--- src/rtl/qam_pkg.sv ---
// Shared types and defaults for the QAM symbol scheduler slice.
package qam_pkg;

   localparam int unsigned PERIODS_PER_SYMBOL_DEFAULT = 4;
   localparam int unsigned PERIOD_CNT_W               = 8;

   typedef enum logic {
      IDLE   = 1'b0,
      ACTIVE = 1'b1
   } sched_state_e;

endpackage

--- src/rtl/qam_bit_collector.sv ---
// Two-bit staging register for the serial payload: first bit is the sine sign,
// second bit is the cosine sign. A clear empties the stage when a symbol is loaded.
module qam_bit_collector (
   input  logic       clk,
   input  logic       rst,
   input  logic       bit_data_i,
   input  logic       bit_valid_i,
   input  logic       clear_i,
   output logic       bit_ready_o,
   output logic       stage_sin_o,
   output logic       stage_cos_o,
   output logic [1:0] stage_count_o
);

   logic [1:0] stage_q, stage_d;
   logic [1:0] count_q, count_d;
   logic       accept;

   assign bit_ready_o   = (count_q < 2'd2);
   assign accept        = bit_valid_i && bit_ready_o;
   assign stage_sin_o   = stage_q[0];
   assign stage_cos_o   = stage_q[1];
   assign stage_count_o = count_q;

   // A clear only happens with a full stage, when ready is low, so it never collides with an accept.
   always_comb begin
      stage_d = stage_q;
      count_d = count_q;
      if (clear_i) begin
         count_d = 2'd0;
      end else if (accept) begin
         stage_d[count_q[0]] = bit_data_i;
         count_d             = count_q + 2'd1;
      end
   end

   always_ff @(posedge clk) begin
      if (rst) begin
         stage_q <= 2'b00;
         count_q <= 2'd0;
      end else begin
         stage_q <= stage_d;
         count_q <= count_d;
      end
   end

endmodule

--- src/rtl/qam_symbol_scheduler.sv ---
// Holds each staged (sin, cos) sign pair for PERIODS_PER_SYMBOL carrier periods,
// aligning symbol changes to carrier phase 0 and flagging underruns.
module qam_symbol_scheduler
   import qam_pkg::*;
#(
   parameter int unsigned PERIODS_PER_SYMBOL = PERIODS_PER_SYMBOL_DEFAULT
) (
   input  logic clk,
   input  logic rst,
   input  logic enable,
   input  logic carrier_start,
   input  logic bit_data,
   input  logic bit_valid,
   output logic bit_ready,
   output logic elojel_sin,
   output logic elojel_cos,
   output logic symbol_strobe,
   output logic busy,
   output logic underrun
);

   localparam logic [PERIOD_CNT_W-1:0] LAST_PERIOD = PERIOD_CNT_W'(PERIODS_PER_SYMBOL - 1);

   sched_state_e            state_q, state_d;
   logic [PERIOD_CNT_W-1:0] period_q, period_d;
   logic                    sin_q, sin_d;
   logic                    cos_q, cos_d;
   logic                    strobe_q, strobe_d;
   logic                    underrun_q, underrun_d;
   logic                    load;
   logic                    stage_sin;
   logic                    stage_cos;
   logic [1:0]              stage_count;
   logic                    stage_full;

   qam_bit_collector u_collector (
      .clk           (clk),
      .rst           (rst),
      .bit_data_i    (bit_data),
      .bit_valid_i   (bit_valid),
      .clear_i       (load),
      .bit_ready_o   (bit_ready),
      .stage_sin_o   (stage_sin),
      .stage_cos_o   (stage_cos),
      .stage_count_o (stage_count)
   );

   assign stage_full = (stage_count == 2'd2);

   always_comb begin
      state_d    = state_q;
      period_d   = period_q;
      sin_d      = sin_q;
      cos_d      = cos_q;
      strobe_d   = 1'b0;
      underrun_d = 1'b0;
      load       = 1'b0;

      case (state_q)
         IDLE: begin
            if (carrier_start && enable && stage_full) begin
               load = 1'b1;
            end
         end
         ACTIVE: begin
            // Enable is only consulted at a boundary so a running symbol is never cut short.
            if (carrier_start) begin
               if (period_q == LAST_PERIOD) begin
                  if (enable && stage_full) begin
                     load = 1'b1;
                  end else begin
                     state_d    = IDLE;
                     period_d   = '0;
                     sin_d      = 1'b0;
                     cos_d      = 1'b0;
                     underrun_d = enable;
                  end
               end else begin
                  period_d = period_q + 1'b1;
               end
            end
         end
         default: begin
            state_d = IDLE;
         end
      endcase

      if (load) begin
         state_d  = ACTIVE;
         period_d = '0;
         sin_d    = stage_sin;
         cos_d    = stage_cos;
         strobe_d = 1'b1;
      end
   end

   always_ff @(posedge clk) begin
      if (rst) begin
         state_q    <= IDLE;
         period_q   <= '0;
         sin_q      <= 1'b0;
         cos_q      <= 1'b0;
         strobe_q   <= 1'b0;
         underrun_q <= 1'b0;
      end else begin
         state_q    <= state_d;
         period_q   <= period_d;
         sin_q      <= sin_d;
         cos_q      <= cos_d;
         strobe_q   <= strobe_d;
         underrun_q <= underrun_d;
      end
   end

   assign elojel_sin    = sin_q;
   assign elojel_cos    = cos_q;
   assign symbol_strobe = strobe_q;
   assign underrun      = underrun_q;
   assign busy          = (state_q == ACTIVE);

endmodule

--- config.mk ---
export PLATFORM = sky130hd
export DESIGN_NAME = qam_symbol_scheduler
export DESIGN_NICKNAME = d
export VERILOG_FILES = /design/src/rtl/qam_pkg.sv /design/src/rtl/qam_bit_collector.sv /design/src/rtl/qam_symbol_scheduler.sv
export SDC_FILE = /design/constraint.sdc
export NUM_CORES = 1
export LEC_CHECK = 0
export CORE_MARGIN = 3
export CORE_UTILIZATION = 40
export CTS_CLUSTER_SIZE = 12
export DETAILED_ROUTE_END_ITERATION = 8
export GPL_ROUTABILITY_DRIVEN = 0
export GPL_TIMING_DRIVEN = 0
export PLACE_DENSITY = 0.72
export SETUP_SLACK_MARGIN = 0.1
export SLEW_MARGIN = 5
export SYNTH_ARGS = -nofsm -noshare
export SYNTH_HDL_FRONTEND = slang
export SYNTH_HIERARCHICAL = 1
export SYNTH_SLANG_ARGS = --single-unit
--- constraint.sdc ---
create_clock -name clk -period 2.2 [get_ports clk]
set_input_delay 0.22 -clock clk [delete_from_list [all_inputs] [get_ports clk]]
set_output_delay 0.22 -clock clk [all_outputs]
set_load 0.1 [all_outputs]
==> results.ini, run 1 <==
[run_status]
status=completed

[timing]
setup_viol=0
worst_slack_ns=0.196
setup_tns_ns=0
tightest_slew_ns=0.979
period_needed_ns=2.00
slew_headroom_pct=34.6
maxSlewViolCount=0
max_freq_mhz=499
skew_ns=0.00293
timing.final.crit_share_pct=91.1
rsz0062_at_grt=false
hold_violations=0
whs_ns=0.283

[pwr]
vdd_ir_drop_max_mv=0.358
leakage_nw=0.339
p_per_area_mw_per_mm2=586
finalPower_mw=0.561

[hold_path]
worstHoldPathType=input pin to flip-flop

[cts]
clock_latency_ns=0.29
cts.clk_slew.worst_paths_ns=0.10
tritoncts=done
htree_num_levels=1
cts_root_buf=clkbuf_4
cts_buffers=3
cts.path.max_buffers=2
cts_sinks=17
postCtsHoldBufs=0

[setup_path]
cp_max_fo=2
max_stage_delay_ns=1.14
slowest_stage=clkdlybuf4s50_1
worstSetupEndpointType=primary output
critical_path_buf_inv_count=1
crit_type=flip-flop to primary output
r2r_slack_ns=0.32
path_cells=clkdlybuf4s50_1
required_ns=1.98
cp.arrival_ns=1.78
worstSetupStartpointType=flip-flop
path_delay_family=buffers and inverters

[die]
die_x_microns=50.5
start_util_pct=43.9
rows=15
die_area_sq_mm=0.00255
pin_count=12
coreArea_sq_mm=0.00180
die_y_microns=50.5

[route]
drt-initial-drc-count=22
antenna_left=0
wl_met2_microns=730
dr_wl_met3_microns=85
top_layer_used=met4
wl_met1_microns=742
viasPerCell=5.23
remaining_drc_errors=0
vias=638
wl_mm=1.57
dr.pass1.iters=4
wl_per_cell_microns=12.8

[yosys]
synth.distinct_cells=34
seq_area_frac_synth_pct=43.0
syn_area_sq_um=791
syn-num-nets=89
synth-seq-cells=17
synthCells=82
synth_area_per_cell_sq_um=9.64
synth_warnings=6

[cells_and_area]
antennaDiodeCount=0
syn_to_final_growth_pct=21.2
most-common-layout-cells=17 x dfxtp_1, 11 x nor2_1, 9 x clkdlybuf4s50_1, 7 x nand2_1, 4 x a21oi_1
final_common_cell=dfxtp_1
layout.nets=105
drive_gt1_share_pct=15.5

[global_route]
grt_max_degree=12
grt_pass1_vias=615
grt_antenna_before_repair=0
overflow=0
grt_pass1_wl_mm=2.69
grt_usage_pct=14.3

[placed_design]
dpl.hpwl_mm=1.13
port_buffers=10
post-place-ws_ns=0.0669

[job]
cap_violations=0

sequential cells by signal, summed over array words and instances (netlist names):
register                   cells
busy                           1
elojel_cos                     1
elojel_sin                     1
period_q                       8
symbol_strobe                  1
u_collector/stage_count_o      2
u_collector/stage_q            2
underrun                       1
where the power goes:
| part | switching (mW) | leakage (nW) | internal, mW |
|---|---|---|---|
| Sequential | 0.00968 | 0.138 | 0.316 |
| Combinational | 0.0421 | 0.186 | 0.0282 |
| Clock | 0.0952 | 0.0150 | 0.0705 |
| Total | 0.147 | 0.339 | 0.414 |
final cells by class:
| class | count | area [sq um] |
|---|---|---|
| repair buffers | 11 | 106 |
| multi-input cells | 62 | 440 |
| fillers | 182 | 843 |
| flip-flops and latches | 17 | 340 |
| clock buffers | 4 | 26.3 |
| well taps | 25 | 31.3 |
| inverters | 1 | 3.75 |
| plain buffers | 2 | 10.0 |
final timing paths:
kind                                              from                      to  cells past startpoint
worst min register to register  u_collector/stage_q[0]              elojel_sin                      1
worst min-delay path                     carrier_start             period_q[1]                      3
worst max register to register             period_q[0]  u_collector/stage_q[1]                      7
worst max-delay path                        elojel_cos              elojel_cos                      1
layer usage:
layer	up-vias	track usage, %
li1	326	-
met1	299	16.7
met2	11	22.4
met3	2	7.42
met4	0	4.48
met5	-	0
worst min-delay path: stages:
cell	delay, ns
buf_2	0.15
nand4_1	0.10
a211oi_1	0.06
kinds of logic (layout without fill, tap and decap cells):
group                      after synthesis  count (layout)  synth area share [%]
DFF                                     17              17                  43.0
xor gates and xnor gates                 6               6                  6.65
adders and majority gates                1               1                  1.58
and+or+nand+nor                         38              38                  30.2
muxes                                    2               2                  2.53
buffers and inverters                    3              18                  1.74
AOI/OAI and AO/OA                       15              15                  14.2
synthesized netlist by cell type:
master    count  area [sq um]
dfxtp_1      17           340
nor2_1       11          41.3
nand2_1       7          26.3
a21oi_1       5          25.0
nor3_1        3          15.0
xnor2_1       3          26.3
xor2_1        3          26.3
a22o_1        2          17.5
and3_2        2          15.0
buf_2         2          10.0
mux2i_1       2          20.0
nand3_1       2          10.0
nand4_1       2          12.5
a211oi_1      1          7.51
a211oi_4      1          20.0
a21o_1        1          7.51
a22oi_1       1          7.51
a311oi_1      1          8.76
a31o_2        1          8.76
and3b_1       1          8.76
and4_1        1          8.76
and4bb_1      1          12.5
ha_1          1          12.5
inv_1         1          3.75
nand2_4       1          11.3
nand2b_1      1          6.26
nor2b_1       1          6.26
nor3_2        1          10.0
nor4_1        1          6.26
nor4b_2       1          15.0
nor4b_4       1          23.8
nor4bb_1      1          10.0
o21ai_0       1          5.00
o21ai_1       1          5.00
per-stage QoR:
stage	instances	cell area (sq um)	utilization (%)
floorplan	82	791	-
global placement	117	922	51.2
detailed placement	117	922	51.2
CTS	121	951	52.8
global route	122	958	53.2
finish	122	958	53.2
repair_timing:
action,CTS,global route
setup endpoints to repair,2,1
pin swaps,0,0
setup buffers,0,1
cloned,0,0
gates resized for setup,2,0
Power figures use the tool's default switching activity.
==> run 2: changes to the inputs <==
--- a/config.mk
+++ b/config.mk
@@ -5,6 +5,7 @@
 export SDC_FILE = /design/constraint.sdc
 export NUM_CORES = 1
 export LEC_CHECK = 0
+export CAP_MARGIN = 10
 export CORE_MARGIN = 3
 export CORE_UTILIZATION = 40
 export CTS_CLUSTER_SIZE = 12
==> results of run 2 <==
The final DEF is identical to that of run 1; final timing and power are the same.
